### src/rtl/cpu_pkg.sv
// Shared fetch-path definitions: fetch FSM state encodings, instruction width, PC step.
// Pure declarations, no timing of its own.
// No flow control here; consumers own their handshakes.
package cpu_pkg;

    localparam int INST_W = 32;
    localparam int PC_INC = 4;

    // Fetch sequencer state encodings (kept as plain 2-bit constants).
    typedef logic [1:0] fetch_state_t;
    localparam fetch_state_t IDLE  = 2'd0;
    localparam fetch_state_t FETCH = 2'd1;
    localparam fetch_state_t HOLD  = 2'd2;
    localparam fetch_state_t ERR   = 2'd3;

    // A fetch address is legal only on a 32-bit word boundary.
    function automatic logic word_aligned(input logic [1:0] addr_lsb);
        return (addr_lsb == 2'b00);
    endfunction

endpackage

### src/rtl/pc_fetch_unit_if.sv
// Instruction-memory request/ack bus plus the fetched-instruction hand-off to decode.
// Latency is set by whoever drives it; the interface adds none.
// Memory side uses req/ack, decode side uses valid/ready.
interface pc_fetch_unit_if
    import cpu_pkg::*;
#(
    parameter int ADDR_W = 32
);
    logic              imem_req_o;
    logic [ADDR_W-1:0] imem_addr_o;
    logic              imem_ack_i;
    logic [INST_W-1:0] imem_rdata_i;
    logic [INST_W-1:0] inst_o;
    logic              inst_valid_o;
    logic              inst_ready_i;

    // Fetch unit side.
    modport master (
        output imem_req_o, imem_addr_o, inst_o, inst_valid_o,
        input  imem_ack_i, imem_rdata_i, inst_ready_i
    );

    // Memory / decode side.
    modport slave (
        input  imem_req_o, imem_addr_o, inst_o, inst_valid_o,
        output imem_ack_i, imem_rdata_i, inst_ready_i
    );
endinterface

### src/rtl/pc_adder.sv
// ADDR_W-bit PC incrementer feeding the sequential-PC leg of the next-PC mux.
// Purely combinational, wraps modulo 2^ADDR_W.
// No flow control.
module pc_adder
    import cpu_pkg::*;
#(
    parameter int ADDR_W = 32
) (
    input  logic [ADDR_W-1:0] pc_i,
    output logic [ADDR_W-1:0] sum_o
);

    assign sum_o = pc_i + ADDR_W'(PC_INC);

endmodule

### src/rtl/pc_fetch_unit.sv
// PC register and instruction-fetch sequencer (IDLE -> FETCH -> HOLD -> FETCH ..., ERR is terminal).
// Latency: ack in the first FETCH cycle gives inst_valid_o on the next cycle; one instruction per 2 cycles max.
// Backpressure: holds inst_o until decode accepts with stall_i low; FETCH waits on imem_ack_i
// (bounded by MAX_WAIT only when FETCH_TIMEOUT_EN is defined).
module pc_fetch_unit
    import cpu_pkg::*;
#(
    parameter int                ADDR_W   = 32,
    parameter logic [ADDR_W-1:0] RESET_PC = '0,
    parameter int                MAX_WAIT = 15
) (
    input  logic              clk_i,
    input  logic              rst_i,
    input  logic [ADDR_W-1:0] next_pc_i,
    input  logic              stall_i,
    pc_fetch_unit_if.master   bus,
    output logic [ADDR_W-1:0] pc_o,
    output logic [ADDR_W-1:0] pc_plus4_o,
    output logic              fetch_err_o
);

    fetch_state_t      state;
    logic [ADDR_W-1:0] pc_q;
    logic [INST_W-1:0] inst_q;
    logic              accept;
    logic              timeout;

    if (MAX_WAIT < 1) begin : g_max_wait_chk
        $error("MAX_WAIT must be at least 1");
    end

    // stall_i overrides inst_ready_i: a stalled cycle never consumes the held instruction.
    assign accept = (state == HOLD) && bus.inst_ready_i && !stall_i;

`ifdef FETCH_TIMEOUT_EN
    localparam int WAIT_W = $clog2(MAX_WAIT + 1);
    logic [WAIT_W-1:0] wait_cnt;

    // Count ack-less FETCH cycles; the counter sits at zero outside FETCH so each fetch starts fresh.
    always_ff @(posedge clk_i or posedge rst_i) begin
        if (rst_i) begin
            wait_cnt <= '0;
        end else if (state != FETCH) begin
            wait_cnt <= '0;
        end else if (!bus.imem_ack_i) begin
            wait_cnt <= wait_cnt + 1'b1;
        end
    end

    // Fires on the MAX_WAIT-th FETCH cycle only if no ack arrives in that same cycle.
    assign timeout = (state == FETCH) && !bus.imem_ack_i
                     && (wait_cnt == WAIT_W'(MAX_WAIT - 1));
`else
    assign timeout = 1'b0;
`endif

    // Sequencer: ack is only looked at in FETCH, so stray or post-reset acks are harmless.
    always_ff @(posedge clk_i or posedge rst_i) begin
        if (rst_i) begin
            state  <= IDLE;
            pc_q   <= RESET_PC;
            inst_q <= '0;
        end else begin
            case (state)
                IDLE: state <= FETCH;
                FETCH: begin
                    if (bus.imem_ack_i) begin
                        inst_q <= bus.imem_rdata_i;
                        state  <= HOLD;
                    end else if (timeout) begin
                        state <= ERR;
                    end
                end
                HOLD: begin
                    if (accept) begin
                        if (word_aligned(next_pc_i[1:0])) begin
                            pc_q  <= next_pc_i;
                            state <= FETCH;
                        end else begin
                            state <= ERR;
                        end
                    end
                end
                ERR:     state <= ERR;
                default: state <= IDLE;
            endcase
        end
    end

    // Every handshake output is a pure decode of registered state, so reset clears them without a clock.
    assign bus.imem_req_o   = (state == FETCH);
    assign bus.imem_addr_o  = pc_q;
    assign bus.inst_o       = inst_q;
    assign bus.inst_valid_o = (state == HOLD);
    assign fetch_err_o      = (state == ERR);
    assign pc_o             = pc_q;

    pc_adder #(.ADDR_W(ADDR_W)) u_pc_adder (
        .pc_i  (pc_q),
        .sum_o (pc_plus4_o)
    );

endmodule
### src/flat_wrapper.sv
// flat-port wrapper written by rule: the top's interface ports become plain ports
module pc_fetch_unit_flat import cpu_pkg::*;
#(
    parameter int                ADDR_W   = 32,
    parameter logic [ADDR_W-1:0] RESET_PC = '0,
    parameter int                MAX_WAIT = 15
)
  (clk_i, rst_i, next_pc_i, stall_i, pc_o, pc_plus4_o, fetch_err_o, bus_imem_req_o, bus_imem_addr_o, bus_inst_o, bus_inst_valid_o, bus_imem_ack_i, bus_imem_rdata_i, bus_inst_ready_i);
  pc_fetch_unit_if #(.ADDR_W(ADDR_W)) bus_i ();
  input  logic clk_i;
  input  logic rst_i;
  input  logic [ADDR_W-1:0] next_pc_i;
  input  logic stall_i;
  output logic [ADDR_W-1:0] pc_o;
  output logic [ADDR_W-1:0] pc_plus4_o;
  output logic fetch_err_o;
  output wire logic [$bits(bus_i.imem_req_o)-1:0] bus_imem_req_o;
  output wire logic [$bits(bus_i.imem_addr_o)-1:0] bus_imem_addr_o;
  output wire logic [$bits(bus_i.inst_o)-1:0] bus_inst_o;
  output wire logic [$bits(bus_i.inst_valid_o)-1:0] bus_inst_valid_o;
  input wire logic [$bits(bus_i.imem_ack_i)-1:0] bus_imem_ack_i;
  input wire logic [$bits(bus_i.imem_rdata_i)-1:0] bus_imem_rdata_i;
  input wire logic [$bits(bus_i.inst_ready_i)-1:0] bus_inst_ready_i;
  assign bus_imem_req_o = bus_i.imem_req_o;
  assign bus_imem_addr_o = bus_i.imem_addr_o;
  assign bus_inst_o = bus_i.inst_o;
  assign bus_inst_valid_o = bus_i.inst_valid_o;
  assign bus_i.imem_ack_i = bus_imem_ack_i;
  assign bus_i.imem_rdata_i = bus_imem_rdata_i;
  assign bus_i.inst_ready_i = bus_inst_ready_i;
  pc_fetch_unit #(.ADDR_W(ADDR_W), .RESET_PC(RESET_PC), .MAX_WAIT(MAX_WAIT)) u_core (.clk_i(clk_i), .rst_i(rst_i), .next_pc_i(next_pc_i), .stall_i(stall_i), .bus(bus_i), .pc_o(pc_o), .pc_plus4_o(pc_plus4_o), .fetch_err_o(fetch_err_o));
endmodule
### config.mk
export PLATFORM = sky130hd
export DESIGN_NAME = pc_fetch_unit_flat
export DESIGN_NICKNAME = d
export VERILOG_FILES = /design/src/rtl/cpu_pkg.sv /design/src/rtl/pc_fetch_unit_if.sv /design/src/rtl/pc_adder.sv /design/src/rtl/pc_fetch_unit.sv /design/src/flat_wrapper.sv
export SDC_FILE = /design/constraint.sdc
export NUM_CORES = 1
export LEC_CHECK = 0
export BUFFER_PORTS_ARGS = -buffer_cell sky130_fd_sc_hd__buf_2
export CORE_ASPECT_RATIO = 1.75
export CORE_MARGIN = 2
export CORE_UTILIZATION = 35
export CTS_CLUSTER_DIAMETER = 40
export DETAILED_ROUTE_END_ITERATION = 7
export GPL_TIMING_DRIVEN = 0
export PLACE_DENSITY = 0.63
export RECOVER_POWER = 100
export SKIP_LAST_GASP = 1
export SYNTH_ARGS = -nofsm -noshare
export SYNTH_HDL_FRONTEND = slang
export SYNTH_HIERARCHICAL = 1
export SYNTH_SLANG_ARGS = --single-unit
### constraint.sdc
create_clock -name clk_i -period 5.1 [get_ports clk_i]
set_input_delay 0.255 -clock clk_i [delete_from_list [all_inputs] [get_ports clk_i]]
set_output_delay 0.255 -clock clk_i [all_outputs]
set_load 0.005 [all_outputs]
# After elaboration in Yosys (flattened, before gate mapping)
# Index checks and enable logic that the tools add are counted.
# totals
register_bits	66
latchBits	0
ramBits	0
rom_bits	0
inputBits	69
output_inout_bits	131
mem_count	0
# classes
addsub	1
n_mul	0
n_div	0
n_lt_le_gt_ge	0
eq_ne	5
n_shift	0
n_mux	4
bitwise_logic	0
n_reduce_logical	8
# op_table
cell	n
$add A32 B3 Y32 const B	1
$pmux W2 S4	1
$mux W2	3
$eq A2 B2 Y1 const B	2
$logic_not A2 Y1	2
$ne A2 B1 Y1 const B	2
$reduce_and A2 Y1	2
$reduce_and A3 Y1	1
$eq A2 B1 Y1 const B	1
$logic_and A1 B1 Y1	2
$logic_not A1 Y1	1

# Depth between registers and ports, before layout
# logic_depth
ltp_word	5
depth_mapped	5

# Cells and area by module
# Netlist, hierarchy kept.
# by_module_without_submodules
mod	n_inst	cells_each	area_each_um2
pc_fetch_unit	1	180	2852.7
pc_adder	1	83	580.6

# Worst setup path before layout
# No wires, ideal clock.
# synth_path
path_kind	register to output
startpoint	reg u_core.pc_q[2] (netlist: u_core/bus.imem_addr_o[2])
endpoint	out pc_plus4_o[28]
arrival_time_ps	1491
setup_slack_ps	3354
stages_incl_launch_ff	6
cell_sequence	dfrtp_1 > ha_1 > nand3_1 > nor4_4 > nand4_1 > xnor2_1
# synth_between
elab_chain_len	1
# synth_lines
element	line	text
start, declared	pc_fetch_unit.sv:23	logic [ADDR_W-1:0] pc_q;
start signal, assigned	pc_fetch_unit.sv:77	pc_q <= next_pc_i;
$add A32 B3 Y32	pc_adder.sv:13	assign sum_o = pc_i + ADDR_W'(PC_INC);
end, declared	flat_wrapper.sv:15	output logic [ADDR_W-1:0] pc_plus4_o;
# No other way between the ends.

# Worst setup path in the final report
# layout_path
startpoint	reg u_core.pc_q[2] (netlist: u_core/bus.imem_addr_o[2])
endpoint	out pc_plus4_o[30]
# The elaborated chain is that of the path after synthesis.

==> results_dict.tcl <==
set metrics [dict create \
    die_w_um 78.87 \
    clk_latency_ns 0.32 \
    min_period_over_period 0.6405 \
    ctsHtreeMaxLevel 3 \
    syn_avg_cell_area_um2 13.05 \
    hold_violations 0 \
    hold_buffers 0 \
    power.leakage_nw 2.577 \
    violations "max-capacitance violations, max-slew violations" \
    antenna_found_initial 0 \
    maxSlewViolCount 48 \
    critical_path_required_ns 4.85 \
    synth_fp_nets 333 \
    slowest_stage "nor4_1" \
    track_usage 0.1657 \
    crit_path_end "pc_plus4_o[30]" \
    r2r_cells 4 \
    fmax_ghz 0.3061 \
    outcome "finished, violations left" \
    startpoint_type "flop" \
    core_um2 9527 \
    cts_buffers 9 \
    cts_num_sinks 66 \
    post-dp-hpwl_um 6882 \
    vias 2743 \
    whs_ns 0.1454 \
    yosys_warnings 6 \
    ff2ff_setup_slack_ns 3.28 \
    r2r_end "u_core/bus.imem_addr_o[16]$_DFFE_PP0P_" \
    wl_per_cell_um 14.60 \
    design_area_um2 4607 \
    worst_pin_slew_ns 1.988 \
    cpPeakStageDelay_ns 1.26 \
    ys_ff_latch 66 \
    grt_max_degree 39 \
    placed_cell_area_um2 4602 \
    cts.repair.resized 0 \
    rsz0062_at_grt "false" \
    cp_num_cells 6 \
    die-area_um2 10650 \
    setup_violations 0 \
    grt-ovfl-total 0 \
    fin_worst_skew_ns 0.005378 \
    arrival_ns 3.01 \
    final_nets 544 \
    clk_pin_slew_worst_paths_ns 0.05 \
    root_buffer "clkbuf_16" \
    path_common_cell "nand3_1" \
    antenna_left 0 \
    core.rowCount 47 \
    syn-cell-area_um2 3433 \
    seq_area_frac_synth 0.4810 \
    die_h_um 135.0 \
    postSynthCellCount 263 \
    totalWireLength_um 8762 \
    max_cap_viol_count 2 \
    pwr_density_cell_nw_per_um2 243.6 \
    synth-edff-count 0 \
    hold_depth 2 \
    reg2reg_from "u_core/state[1]$_DFFE_PP0P_" \
    grt_pass1_vias 2798 \
    start_util 0.3604 \
    fin_util 0.4836 \
    cts_buffer_depth 2 \
    routabilityCongestion 0.7798 \
    drt-vias-per-instance 4.572 \
    path_cells "ha_1, nand3_1, nor4_1, nand3_1, xnor2_1, clkbuf_1" \
    drt-pass1-iter-count 4 \
    path_buf_inv 1 \
    antenna_cells 0 \
    peakVddDrop_uv 151.9 \
    worst_setup_path_end_kind "output pin" \
    io_pins 200 \
    drive_gt1_frac 0.4854 \
    area_growth_pct 34.18 \
    crit_fanout 8 \
    async_flop_share 1.000 \
    io_buffers 199 \
    drc_errors 0 \
    grt_pass1_wl_um 13820 \
    cts_tree "done" \
    post_cts_buffers 0 \
    cp_top_family "simple AND/OR/NAND/NOR gates" \
    startpoint "u_core/bus.imem_addr_o[2]$_DFFE_PP0P_" \
    maxSlewHeadroom -0.3255 \
    drtIter0Drc 28 \
    tns_ns 0 \
    synthFlopType "dfrtp_1" \
    hp-start "next_pc_i[24]" \
    worst-setup-path-type "flop to output pin" \
    min_path_type "input pin to flop" \
    finalCriticalPeriod_ns 3.267 \
    synth_cell_types 28 \
    finalPower_mw 1.122 \
]
## cells in the mapped netlist (2+ instances only)
cell type / number / share of area
xnor2_1: 21 / 0.054
or2_2: 2 / 0.0036
nor4_4: 2 / 0.012
buf_4: 37 / 0.081
nand2_1: 10 / 0.011
buf_6: 3 / 0.0098
and2_1: 4 / 0.0073
mux2_4: 28 / 0.12
and3_1: 2 / 0.0036
xor2_1: 7 / 0.018
inv_1: 4 / 0.0044
nand4_1: 9 / 0.016
mux2_2: 34 / 0.11
o21ai_0: 2 / 0.0029
nand3_1: 10 / 0.015
nor2_1: 7 / 0.0077
dfrtp_1: 66 / 0.48
nor3_1: 3 / 0.0044
and2b_1: 2 / 0.0044
nand2_2: 2 / 0.0036
## per-layer routing
metal  global-route usage  share of wire  vias to the layer above
li1                     -              -                     1297
met1               0.1773           0.36                     1307
met2               0.3091           0.55                      122
met3              0.02406          0.060                       17
met4              0.08525          0.025                        0
met5                    0              0                        -
## power breakdown
part           switching [mW]  internal (mW)
registers             0.00441          0.529
clock network           0.214          0.322
logic                  0.0241         0.0290
## registers in the layout, summed over array words and instances, names as in the netlist
signal / cells
u_core/bus.imem_addr_o: 32
u_core/bus.inst_o: 32
u_core/state: 2
## layout by cell type, fill, tap and decap left out, types with 4 or more instances in the layout
cell type,instances
buf_2,140
clkbuf_1,63
clkbuf_16,9
clkbuf_4,34
clkinv_2,4
dfrtp_1,66
inv_1,4
mux2_1,26
mux2_2,34
nand2_1,12
nand3_1,10
nand4_1,9
nor2_1,7
xnor2_1,21
xor2_1,7
## per-stage QoR
stage	setup WS, ns	cells
2_1_floorplan	3.190	263
5_1_grt	1.456	600
3_3_place_gp	2.358	584
3_5_place_dp	2.927	585
4_1_cts	2.564	600
6_report	1.833	600
## worst min path at each step
stage / endpoint / slack (ns)
after global routing: u_core/bus.imem_addr_o[25]$_DFFE_PP0P_ / 0.14
final: u_core/bus.imem_addr_o[24]$_DFFE_PP0P_ / 0.15
after global placement: u_core/bus.inst_o[23]$_DFFE_PP0P_ / 0.48
after detailed placement: u_core/bus.inst_o[2]$_DFFE_PP0P_ / 0.39
after floorplan: u_core/state[0]$_DFFE_PP0P_ / 0.36
after CTS: u_core/bus.inst_o[2]$_DFFE_PP0P_ / 0.04
## logic make-up (layout without fill, tap and decap cells)
group                    after synthesis  count (layout)  share of synthesized area
AO/OA/AOI/OAI                          3               3                   0.005103
XOR/XNOR                              28              28                    0.07143
adder cells (fa/ha/maj)                1               1                   0.003644
buffers and inverters                 44             259                    0.09512
flip-flops                            66              66                     0.4810
multiplexers                          62              62                     0.2340
AND/OR/NAND/NOR                       59              59                     0.1097
## layout make-up
| cell class | instances | area (µm²) |
|---|---|---|
| Fill cell | 959 | 4920 |
| Sequential cell | 66 | 1652 |
| Multi-Input combinational cell | 153 | 1323 |
| Timing Repair Buffer | 200 | 927.1 |
| Buffer | 40 | 277.8 |
| Clock buffer | 9 | 225.2 |
| Tap cell | 122 | 152.6 |
| Clock inverter | 6 | 35.03 |
| Inverter | 4 | 15.01 |
Note: power is estimated with default switching activity, not from simulation.
